[src/rtl/apb_ctrl_pkg.sv]
// Shared types and constants for the APB manager/arbiter slice.
package apb_ctrl_pkg;

  typedef enum logic [1:0] {
    IDLE   = 2'd0,
    SETUP  = 2'd1,
    ACCESS = 2'd2
  } apb_state_e;

  // APB prot bit masks
  localparam logic [3:0] ProtPrivileged  = 4'b0001;
  localparam logic [3:0] ProtNonSecure   = 4'b0010;
  localparam logic [3:0] ProtInstruction = 4'b0100;

endpackage

[src/rtl/apb_rr_arbiter.sv]
// Round-robin arbiter: first requester after the last grant wins; pointer moves on accept.
module apb_rr_arbiter #(
  parameter  int unsigned ReqNum = 2,
  localparam int unsigned IdxW   = (ReqNum > 1) ? $clog2(ReqNum) : 1
) (
  input  logic              clk,
  input  logic              nReset,
  input  logic [ReqNum-1:0] req,
  input  logic              accept,
  output logic [ReqNum-1:0] grant_c,
  output logic [IdxW-1:0]   grant_idx_c,
  output logic              any_c
);

  logic [IdxW-1:0] last_grant;

  // Search starting one past the last grant, wrapping modulo ReqNum
  always_comb begin
    logic            found;
    logic [IdxW-1:0] cand;
    found       = 1'b0;
    cand        = '0;
    grant_idx_c = '0;
    grant_c     = '0;
    for (int k = 1; k <= int'(ReqNum); k++) begin
      cand = IdxW'((int'(last_grant) + k) % int'(ReqNum));
      if (!found && req[cand]) begin
        found       = 1'b1;
        grant_idx_c = cand;
      end
    end
    if (found) grant_c[grant_idx_c] = 1'b1;
    any_c = found;
  end

  always_ff @(posedge clk or negedge nReset) begin
    if (!nReset) begin
      last_grant <= IdxW'(ReqNum - 1);
    end else if (accept) begin
      last_grant <= grant_idx_c;
    end
  end

endmodule

[src/rtl/apb_manager_arbiter.sv]
// APB manager shared by ReqNum requesters: round-robin grant, address decode,
// SETUP/ACCESS sequencing with watchdog, and per-requester response pulse.
module apb_manager_arbiter
  import apb_ctrl_pkg::*;
#(
  parameter int unsigned AddrWidth = 32,
  parameter int unsigned DataWidth = 32,
  parameter int unsigned PrphNum   = 4,
  parameter int unsigned ReqNum    = 2,
  parameter int unsigned PrphShift = 12,
  parameter int unsigned Timeout   = 256
) (
  input  logic                          clk,
  input  logic                          nReset,
  input  logic [ReqNum-1:0]             reqValid,
  output logic [ReqNum-1:0]             reqReady,
  input  logic [ReqNum*AddrWidth-1:0]   reqAddr,
  input  logic [ReqNum-1:0]             reqWrite,
  input  logic [ReqNum*DataWidth-1:0]   reqWData,
  input  logic [ReqNum*DataWidth/8-1:0] reqStrb,
  input  logic [ReqNum*4-1:0]           reqProt,
  output logic [ReqNum-1:0]             rspValid,
  output logic [DataWidth-1:0]          rspRData,
  output logic                          rspError,
  output logic [AddrWidth-1:0]          addr,
  output logic [3:0]                    prot,
  output logic [PrphNum-1:0]            selectors,
  output logic                          enable,
  output logic                          write,
  output logic [DataWidth-1:0]          wData,
  output logic [DataWidth/8-1:0]        strb,
  input  logic                          ready,
  input  logic [DataWidth-1:0]          rData,
  input  logic                          subError
);

  localparam int unsigned StrbW = DataWidth / 8;
  localparam int unsigned IdxW  = (ReqNum > 1) ? $clog2(ReqNum) : 1;
  localparam int unsigned CntW  = (Timeout > 0) ? $clog2(Timeout + 1) : 1;
  localparam int unsigned WdMax = (Timeout > 0) ? Timeout - 1 : 0;

  apb_state_e state, state_d;

  logic [ReqNum-1:0] grant_c;
  logic [IdxW-1:0]   grant_idx_c;
  logic              any_c;
  logic              accept_c, go_bus_c, dec_err_c, done_c, abort_c;
  logic [ReqNum-1:0] lat_gnt;
  logic [CntW-1:0]   wd_cnt;

  logic [AddrWidth-1:0] req_addr_a  [ReqNum];
  logic [DataWidth-1:0] req_wdata_a [ReqNum];
  logic [StrbW-1:0]     req_strb_a  [ReqNum];
  logic [3:0]           req_prot_a  [ReqNum];

  logic [AddrWidth-1:0] sel_addr_c;
  logic [AddrWidth-1:0] sel_pidx_c;
  logic [PrphNum-1:0]   sel_onehot_c;
  logic                 in_range_c;

  apb_rr_arbiter #(.ReqNum(ReqNum)) u_arb (
    .clk        (clk),
    .nReset     (nReset),
    .req        (reqValid),
    .accept     (accept_c),
    .grant_c    (grant_c),
    .grant_idx_c(grant_idx_c),
    .any_c      (any_c)
  );

  // Unpack requester lanes
  always_comb begin
    for (int i = 0; i < int'(ReqNum); i++) begin
      req_addr_a[i]  = reqAddr[i*AddrWidth +: AddrWidth];
      req_wdata_a[i] = reqWData[i*DataWidth +: DataWidth];
      req_strb_a[i]  = reqStrb[i*StrbW +: StrbW];
      req_prot_a[i]  = reqProt[i*4 +: 4];
    end
  end

  // Peripheral decode of the granted requester's address
  always_comb begin
    sel_addr_c   = req_addr_a[grant_idx_c];
    sel_pidx_c   = sel_addr_c >> PrphShift;
    in_range_c   = (sel_pidx_c < AddrWidth'(PrphNum));
    sel_onehot_c = '0;
    for (int p = 0; p < int'(PrphNum); p++) begin
      sel_onehot_c[p] = (sel_pidx_c == AddrWidth'(p));
    end
  end

  assign reqReady = (state == IDLE) ? grant_c : '0;

  always_ff @(posedge clk or negedge nReset) begin
    if (!nReset) state <= IDLE;
    else         state <= state_d;
  end

  // Next-state and transfer event strobes
  always_comb begin
    state_d   = state;
    accept_c  = 1'b0;
    go_bus_c  = 1'b0;
    dec_err_c = 1'b0;
    done_c    = 1'b0;
    abort_c   = 1'b0;
    case (state)
      IDLE: begin
        if (any_c) begin
          accept_c = 1'b1;
          if (in_range_c) begin
            go_bus_c = 1'b1;
            state_d  = SETUP;
          end else begin
            dec_err_c = 1'b1;
          end
        end
      end
      SETUP: state_d = ACCESS;
      ACCESS: begin
        if (ready) begin
          done_c  = 1'b1;
          state_d = IDLE;
        end else if ((Timeout != 0) && (wd_cnt == CntW'(WdMax))) begin
          abort_c = 1'b1;
          state_d = IDLE;
        end
      end
      default: state_d = IDLE;
    endcase
  end

  // Watchdog counts ACCESS cycles spent waiting for ready
  always_ff @(posedge clk or negedge nReset) begin
    if (!nReset) begin
      wd_cnt <= '0;
    end else if (state == SETUP) begin
      wd_cnt <= '0;
    end else if ((state == ACCESS) && !ready) begin
      wd_cnt <= wd_cnt + CntW'(1);
    end
  end

  // Bus and response registers
  always_ff @(posedge clk or negedge nReset) begin
    if (!nReset) begin
      lat_gnt   <= '0;
      addr      <= '0;
      prot      <= '0;
      write     <= 1'b0;
      wData     <= '0;
      strb      <= '0;
      selectors <= '0;
      enable    <= 1'b0;
      rspValid  <= '0;
      rspRData  <= '0;
      rspError  <= 1'b0;
    end else begin
      rspValid <= '0;
      if (accept_c) lat_gnt <= grant_c;
      if (go_bus_c) begin
        addr      <= sel_addr_c;
        prot      <= req_prot_a[grant_idx_c];
        write     <= reqWrite[grant_idx_c];
        wData     <= req_wdata_a[grant_idx_c];
        strb      <= reqWrite[grant_idx_c] ? req_strb_a[grant_idx_c] : '0;
        selectors <= sel_onehot_c;
        enable    <= 1'b0;
      end
      if (dec_err_c) begin
        rspValid <= grant_c;
        rspError <= 1'b1;
        rspRData <= '0;
      end
      if (state == SETUP) enable <= 1'b1;
      if (done_c) begin
        selectors <= '0;
        enable    <= 1'b0;
        rspValid  <= lat_gnt;
        rspError  <= subError;
        rspRData  <= write ? '0 : rData;
      end
      if (abort_c) begin
        selectors <= '0;
        enable    <= 1'b0;
        rspValid  <= lat_gnt;
        rspError  <= 1'b1;
        rspRData  <= '0;
      end
    end
  end

endmodule

[config.mk]
export PLATFORM = sky130hd
export DESIGN_NAME = apb_manager_arbiter
export DESIGN_NICKNAME = d
export VERILOG_FILES = /design/src/rtl/apb_ctrl_pkg.sv /design/src/rtl/apb_rr_arbiter.sv /design/src/rtl/apb_manager_arbiter.sv
export SDC_FILE = /design/constraint.sdc
export NUM_CORES = 1
export LEC_CHECK = 0
export CAP_MARGIN = 20
export CORE_ASPECT_RATIO = 1.75
export CORE_UTILIZATION = 43
export DETAILED_ROUTE_END_ITERATION = 7
export PLACE_DENSITY = 0.86
export SLEW_MARGIN = 10
export SYNTH_ARGS = -nofsm -noshare
export SYNTH_HDL_FRONTEND = slang
export SYNTH_SLANG_ARGS = --single-unit
[constraint.sdc]
create_clock -name clk -period 3.3 [get_ports clk]
set_clock_uncertainty 0.05 [all_clocks]
set_input_delay 0.495 -clock clk [delete_from_list [all_inputs] [get_ports clk]]
set_output_delay 0.495 -clock clk [all_outputs]
set_load 0.005 [all_outputs]
==> results of run 1 <==
cell families (layout without fill, tap and decap cells):
family | count (synthesis) | in the layout | share of synthesized area (%)
buf+inv | 34 | 346 | 3.31
flops | 127 | 127 | 55.0
xor+xnor | 3 | 3 | 0.454
fa+ha+maj | 2 | 2 | 0.433
mux | 61 | 61 | 15.2
simple gates | 238 | 238 | 17.9
compound gates | 58 | 58 | 7.70
cell usage after synthesis, types with 5 or more instances:
cell                         n  area [um^2]
sky130_fd_sc_hd__inv_1       7         26.3
sky130_fd_sc_hd__or4_1       5         37.5
sky130_fd_sc_hd__nand2_1   174          653
sky130_fd_sc_hd__mux2_4     54          811
sky130_fd_sc_hd__dfrtp_1   126         3150
sky130_fd_sc_hd__and3_1      5         31.3
sky130_fd_sc_hd__a22o_1     33          289
sky130_fd_sc_hd__nor2_1     12         45.0
sky130_fd_sc_hd__buf_6       8         90.1
sky130_fd_sc_hd__mux2i_1     6         60.1
sky130_fd_sc_hd__clkbuf_1   16         60.1
sky130_fd_sc_hd__o21ai_0    15         75.1
sky130_fd_sc_hd__and2_1     18          113
sky130_fd_sc_hd__nand3_1     8         40.0
registers in the layout, summed over array words and instances (netlist names), 4 cells and up:
signal	flops
selectors	4
addr	32
wd_cnt	9
strb	4
wData	32
prot	4
rspRData	32
report_power, final:
group	internal, mW	switching (mW)	total (mW)
Clock	1.00	0.777	1.78
Combinational	0.244	0.163	0.407
Sequential	1.56	0.00335	1.57
routing by layer:
| metal | vias to the layer above | global-route usage [%] | part of all wire (%) |
|---|---|---|---|
| met1 | 2471 | 26.2 | 35 |
| li1 | 2367 | - | - |
| met3 | 48 | 5.62 | 6.2 |
| met5 | - | 0 | 0 |
| met2 | 228 | 44.3 | 55 |
| met4 | 0 | 12.5 | 3.8 |
through the flow:
stage	setup WS [ps]	area (um^2)	hold slack (ps)	total power, mW	instances
2_1_floorplan	954	5780	149	1.70	523
3_3_place_gp	402	8940	413	1.99	974
3_5_place_dp	386	8940	421	2.00	974
4_1_cts	565	9510	162	3.79	1006
5_1_grt	403	9510	157	3.89	1006
6_report	505	9510	112	3.75	1006
area by class of cell:
cell class | count | area share, %
clock buffer | 17 | 4.47
clock inverter | 15 | 1.54
timing repair buffer | 307 | 32.4
multi-input combinational | 362 | 25.6
sequential | 127 | 33.4
inverter | 7 | 0.276
tap | 171 | 2.25
worst max path at each step:
stage               cells past startpoint         from           end  slack [ps]
global route                            4  reqValid[0]   reqReady[0]         400
finish                                  4  reqValid[0]   reqReady[0]         510
detailed placement                      7  reqAddr[55]  rspRData[23]         390
global placement                        7  reqAddr[55]     wData[27]         400
floorplan                               7  reqAddr[30]       addr[0]         950
CTS                                     4  reqValid[0]   reqReady[0]         570
worst register-to-register path: stages, from the launching register on:
cell                      delay [ps]
sky130_fd_sc_hd__dfrtp_1         400
sky130_fd_sc_hd__ha_1            240
sky130_fd_sc_hd__and3_1          230
sky130_fd_sc_hd__and3_1          190
sky130_fd_sc_hd__ha_1            200
sky130_fd_sc_hd__nor2_1          120
sky130_fd_sc_hd__nor2b_1         100
sky130_fd_sc_hd__a21oi_2         150
sky130_fd_sc_hd__buf_4           350
sky130_fd_sc_hd__a22o_1          220
==> qor.csv, run 1 <==
metric,value,unit
result of the run,"complete, no violations",
final design utilization,73.1,%
total number of vias,5114,
starting utilization of the core area,44.5,%
worst rel slew slack,55.0,%
"IR drop worst, VDD",331,uV
number of enable flip-flop cells after synthesis,0,
crit start category,input pin,
clock transition at the register clock pins on the worst setup and hold paths after CTS,60,ps
die outline height,155,um
"Setup violations, final",0,
Max H-tree Level,4,
critical path class,in -> out,
most common library cell in the layout ignoring fill and taps,sky130_fd_sc_hd__clkdlybuf4s50_1,
Port-buffer cells,298,
"Largest delay share family, worst path",buffers and inverters,
count of boundary I/O pins,299,
area of combinational cells with multiple inputs,2430,um^2
sum of negative setup slack,0,ps
CP most frequent cell,sky130_fd_sc_hd__clkdlybuf4s50_1,
clock latency reported for the late side of the worst-skew pair,410,ps
pin count of the biggest net entering global routing,128,
placement row count,55,
number of antenna violations at the first check in global routing,0,
via/cell ratio,5.08,
number of fillers in the final layout,870,
All-Layer GR Usage,24.7,%
post-CTS setup buffers,0,
root buffer cell,sky130_fd_sc_hd__clkbuf_16,
half-perimeter wire length after detailed placement,12.8,mm
detailed-route wire length,17.1,mm
hold-fix buffers at CTS,0,
number of distinct library cells after synthesis,34,
number of DRC violations after detailed routing,0,
final number of hold-violating endpoints,0,
maximum clock frequency,0.358,GHz
antenna-violating nets left,0,
post-DR wirelength/cell,17.0,um
Period minus WS final,2790,ps
"Top FF cell, synth",sky130_fd_sc_hd__dfrtp_1,
die footprint,13900,um^2
unrepaired setup endpoints after global routing,no,
total count of max-transition violations in the final report,0,
origin of the critical flop-to-flop path,wd_cnt[0],
ratio of total power to cell area,395,nW/um^2
min-delay worst type,in -> async,
"buffers from clock root to sink, at most",2,
total number of clock tree sinks,127,
Syn-to-layout area delta,64.4,%
"top library cells by usage in the layout, fill and taps aside","sky130_fd_sc_hd__clkdlybuf4s50_1, sky130_fd_sc_hd__nand2_1, sky130_fd_sc_hd__dfrtp_1",
Arrival @ worst endpoint,2250,ps
gpl congestion,0.857,
Maximum Capacitance Violations,0,
measured slew at the worst slew-check pin,674,ps
Post-Syn Instances,523,
Buf/Inv on CP,2,
CP max stage cell,sky130_fd_sc_hd__o21ai_0,
number of DRC markers in iteration 0,237,
Max Fanout on Critical Path,6,
Avg Synthesized Cell Area,11.1,um^2
Storage cell area,3180,um^2
post-synthesis register bit count,127,
layout cells sized above 1,12.7,%
register-to-register setup slack,970,ps
total number of nets in the final design,1008,
total iterations of the first detailed-routing run,5,
core footprint,13000,um^2
number of antenna repair diodes,0,
vias in the first global route,5242,
Post-Synthesis Net Count,709,
chain of cells forming the critical path,clkdlybuf4s50_1 -> o21ai_0 -> nor2_1 -> clkdlybuf4s50_1,
share of async-settable or async-resettable flops after synthesis,100,%
leakage component of the power,4.64,nW
Inserted Clock Buffers,17,
first-pass GRT wire length,25.7,mm
Overflow after GRT,0,
Crit path required time,2750,ps
Synth Cell Area,5780,um^2
width of the die,89.7,um
Yosys warning count,0,
sequential fraction of the synthesis area,55.0,%
CTS tree,yes,
delay of the slowest cell on the worst path,550,ps
count of instances resized after the clock tree is built,0,
fraction of the cycle the final worst path needs,84.7,%
endpoint type of the worst setup path,primary output,
critical register-to-register path endpoint,rspRData[23],
depth of the worst register-to-register path,9,
Power figures use the tool's default switching activity.
==> inputs of run 2 (changes only) <==
CORE_UTILIZATION = 40   (was 43)
PLACE_DENSITY = 0.81   (was 0.86)
clock period = 2.61 ns   (was 3.3 ns; I/O delays follow)
==> run 2 against run 1 <==
  * Critical path depth up 1
  * Routed wire length is 8.1% higher
  * Cell area increased by 1.3%
  * Non-clock buffer count increased by 7
  * Sequential cell count stayed put
  * Via count is 0.49% higher
  * Setup slack got worse by 270 ps
  * Die area grew 7.4%
  * Count of clock-buffer cells in the layout grew 1
  * Combinational power rose by 30%
  * Critical endpoint is now reqReady[1]
  * Largest cell class unchanged
  * Largest power group unchanged
==> qor.csv, run 2 (synthesis gave the netlist of run 1 again) <==
metric,value,unit
result of the run,"complete, no violations",
number of antenna violations at the first check in global routing,0,
total number of nets in the final design,1015,
core footprint,14000,um^2
via/cell ratio,5.04,
largest registers,"addr x32, rspRData x32, wData x32",
Max H-tree Level,4,
half-perimeter wire length after detailed placement,13.9,mm
total count of max-transition violations in the final report,0,
count of boundary I/O pins,299,
Total Power Consumption,4.95,mW
die outline height,161,um
vias in the first global route,5439,
starting utilization of the core area,41.4,%
Crit path required time,2170,ps
Switching Share,22.5,%
endpoint type of the worst setup path,primary output,
crit start category,input pin,
fraction of power consumed by sequential logic,40.0,%
Period minus WS final,2380,ps
detailed-route wire length,18.5,mm
hold-fix buffers at CTS,0,
Arrival @ worst endpoint,1940,ps
number of placed instances with taps included,987,
Max Fanout on Critical Path,4,
sum of negative setup slack,0,ps
"top library cells by usage in the layout, fill and taps aside","sky130_fd_sc_hd__clkdlybuf4s50_1, sky130_fd_sc_hd__nand2_1, sky130_fd_sc_hd__dfrtp_1",
slack of the critical path,232,ps
critical path class,in -> out,
All-Layer GR Usage,24.7,%
number of DRC violations after detailed routing,0,
unrepaired setup endpoints after global routing,no,
antenna-violating nets left,0,
gpl congestion,0.791,
post-route insts no fill,1019,
width of the die,92.9,um
min-delay worst type,in -> async,
combinational power share,10.7,%
CP max stage cell,sky130_fd_sc_hd__clkdlybuf4s50_1,
first-pass GRT wire length,28.4,mm
final number of hold-violating endpoints,0,
worst rel slew slack,54.0,%
instance count on the critical path,5,
total iterations of the first detailed-routing run,4,
"buffers from clock root to sink, at most",2,
clock network power share,49.3,%
reported net switching power,1.12,mW
final design utilization,68.9,%
Overflow after GRT,0,
delay of the slowest cell on the worst path,530,ps
total number of clock tree sinks,127,
layout cells sized above 1,13.4,%
"IR drop worst, VDD",413,uV
ratio of total power to cell area,514,nW/um^2
number of antenna repair diodes,0,
die footprint,15000,um^2
CTS tree,yes,
pin count of the biggest net entering global routing,128,
Buf/Inv on CP,3,
Syn-to-layout area delta,66.5,%
worst hold slack after final layout,16.7,ps
number of DRC markers in iteration 0,154,
total number of vias,5139,
clock transition at the register clock pins on the worst setup and hold paths after CTS,60,ps
Inserted Clock Buffers,17,
Maximum Capacitance Violations,0,
pre-CTS setup slack,-122,ps
maximum clock frequency,0.420,GHz
"Largest delay share family, worst path",buffers and inverters,
placement row count,57,
clock latency reported for the late side of the worst-skew pair,400,ps
CP most frequent cell,sky130_fd_sc_hd__clkdlybuf4s50_1,
measured slew at the worst slew-check pin,690,ps
most common library cell in the layout ignoring fill and taps,sky130_fd_sc_hd__clkdlybuf4s50_1,
Port-buffer cells,298,
area of all placed cells without fillers,9630,um^2
fraction of the cycle the final worst path needs,91.1,%
root buffer cell,sky130_fd_sc_hd__clkbuf_16,
DP Area,9010,um^2
post-CTS setup buffers,0,
count of instances resized after the clock tree is built,0,
"Setup violations, final",0,
chain of cells forming the critical path,clkdlybuf4s50_1 -> a21boi_4 -> nand2_1 -> inv_1 -> clkdlybuf4s50_1,
post-DR wirelength/cell,18.2,um
leakage component of the power,4.70,nW
cell internal power dissipation,3.83,mW
depth of the worst register-to-register path,7,
==> run 2: per-layer routing <==
metal  share of wire [%]  global-route usage (%)  wire [um]
met5                   0                       0          0
met4                 3.2                    10.3        590
met2                  56                    46.3      10300
met3                 5.3                    5.74        982
met1                  36                    25.9       6650
==> run 2: worst paths after layout <==
| kind | to | start | slack (ps) |
|---|---|---|---|
| worst max-delay path | reqReady[1] | reqValid[1] | 230 |
| worst min register to register | addr[26] | addr[26] | 430 |
| max in group asynchronous | lat_gnt[1] | nReset | 1960 |
| min in group clk | addr[26] | addr[26] | 430 |
| worst min-delay path | rspRData[12] | nReset | 20 |
| worst max register to register | selectors[2] | wd_cnt[0] | 270 |
==> run 2: layout make-up <==
class / instances / area [um^2]
Inverter: 7 / 26.3
Multi-Input combinational cell: 362 / 2430
Sequential cell: 127 / 3180
Clock buffer: 18 / 439
Timing Repair Buffer: 314 / 3150
Fill cell: 1006 / 4350
Tap cell: 177 / 221
Clock inverter: 14 / 180
==> run 2: power groups by stage <==
stage               sequential [mW]  combinational (mW)  clock [mW]
floorplan                      2.02               0.139           0
global placement               2.02               0.517           0
detailed placement             2.02               0.532           0
CTS                            1.98               0.536        2.50
global route                   1.98               0.575        2.59
finish                         1.98               0.530        2.44
==> run 2: worst register-to-register path: cells and delay by family (launching register included) <==
family | cells | cell delay [ps]
AOI/OAI and AO/OA | 2 | 750
adders and majority gates | 2 | 430
DFF | 1 | 400
and+or+nand+nor | 2 | 430
muxes | 1 | 180
==> inputs of run 3 (changes only) <==
TNS_END_PERCENT = 30   (was default)
==> results of run 3 <==
Final layout, timing and power as in run 2 (identical DEF).
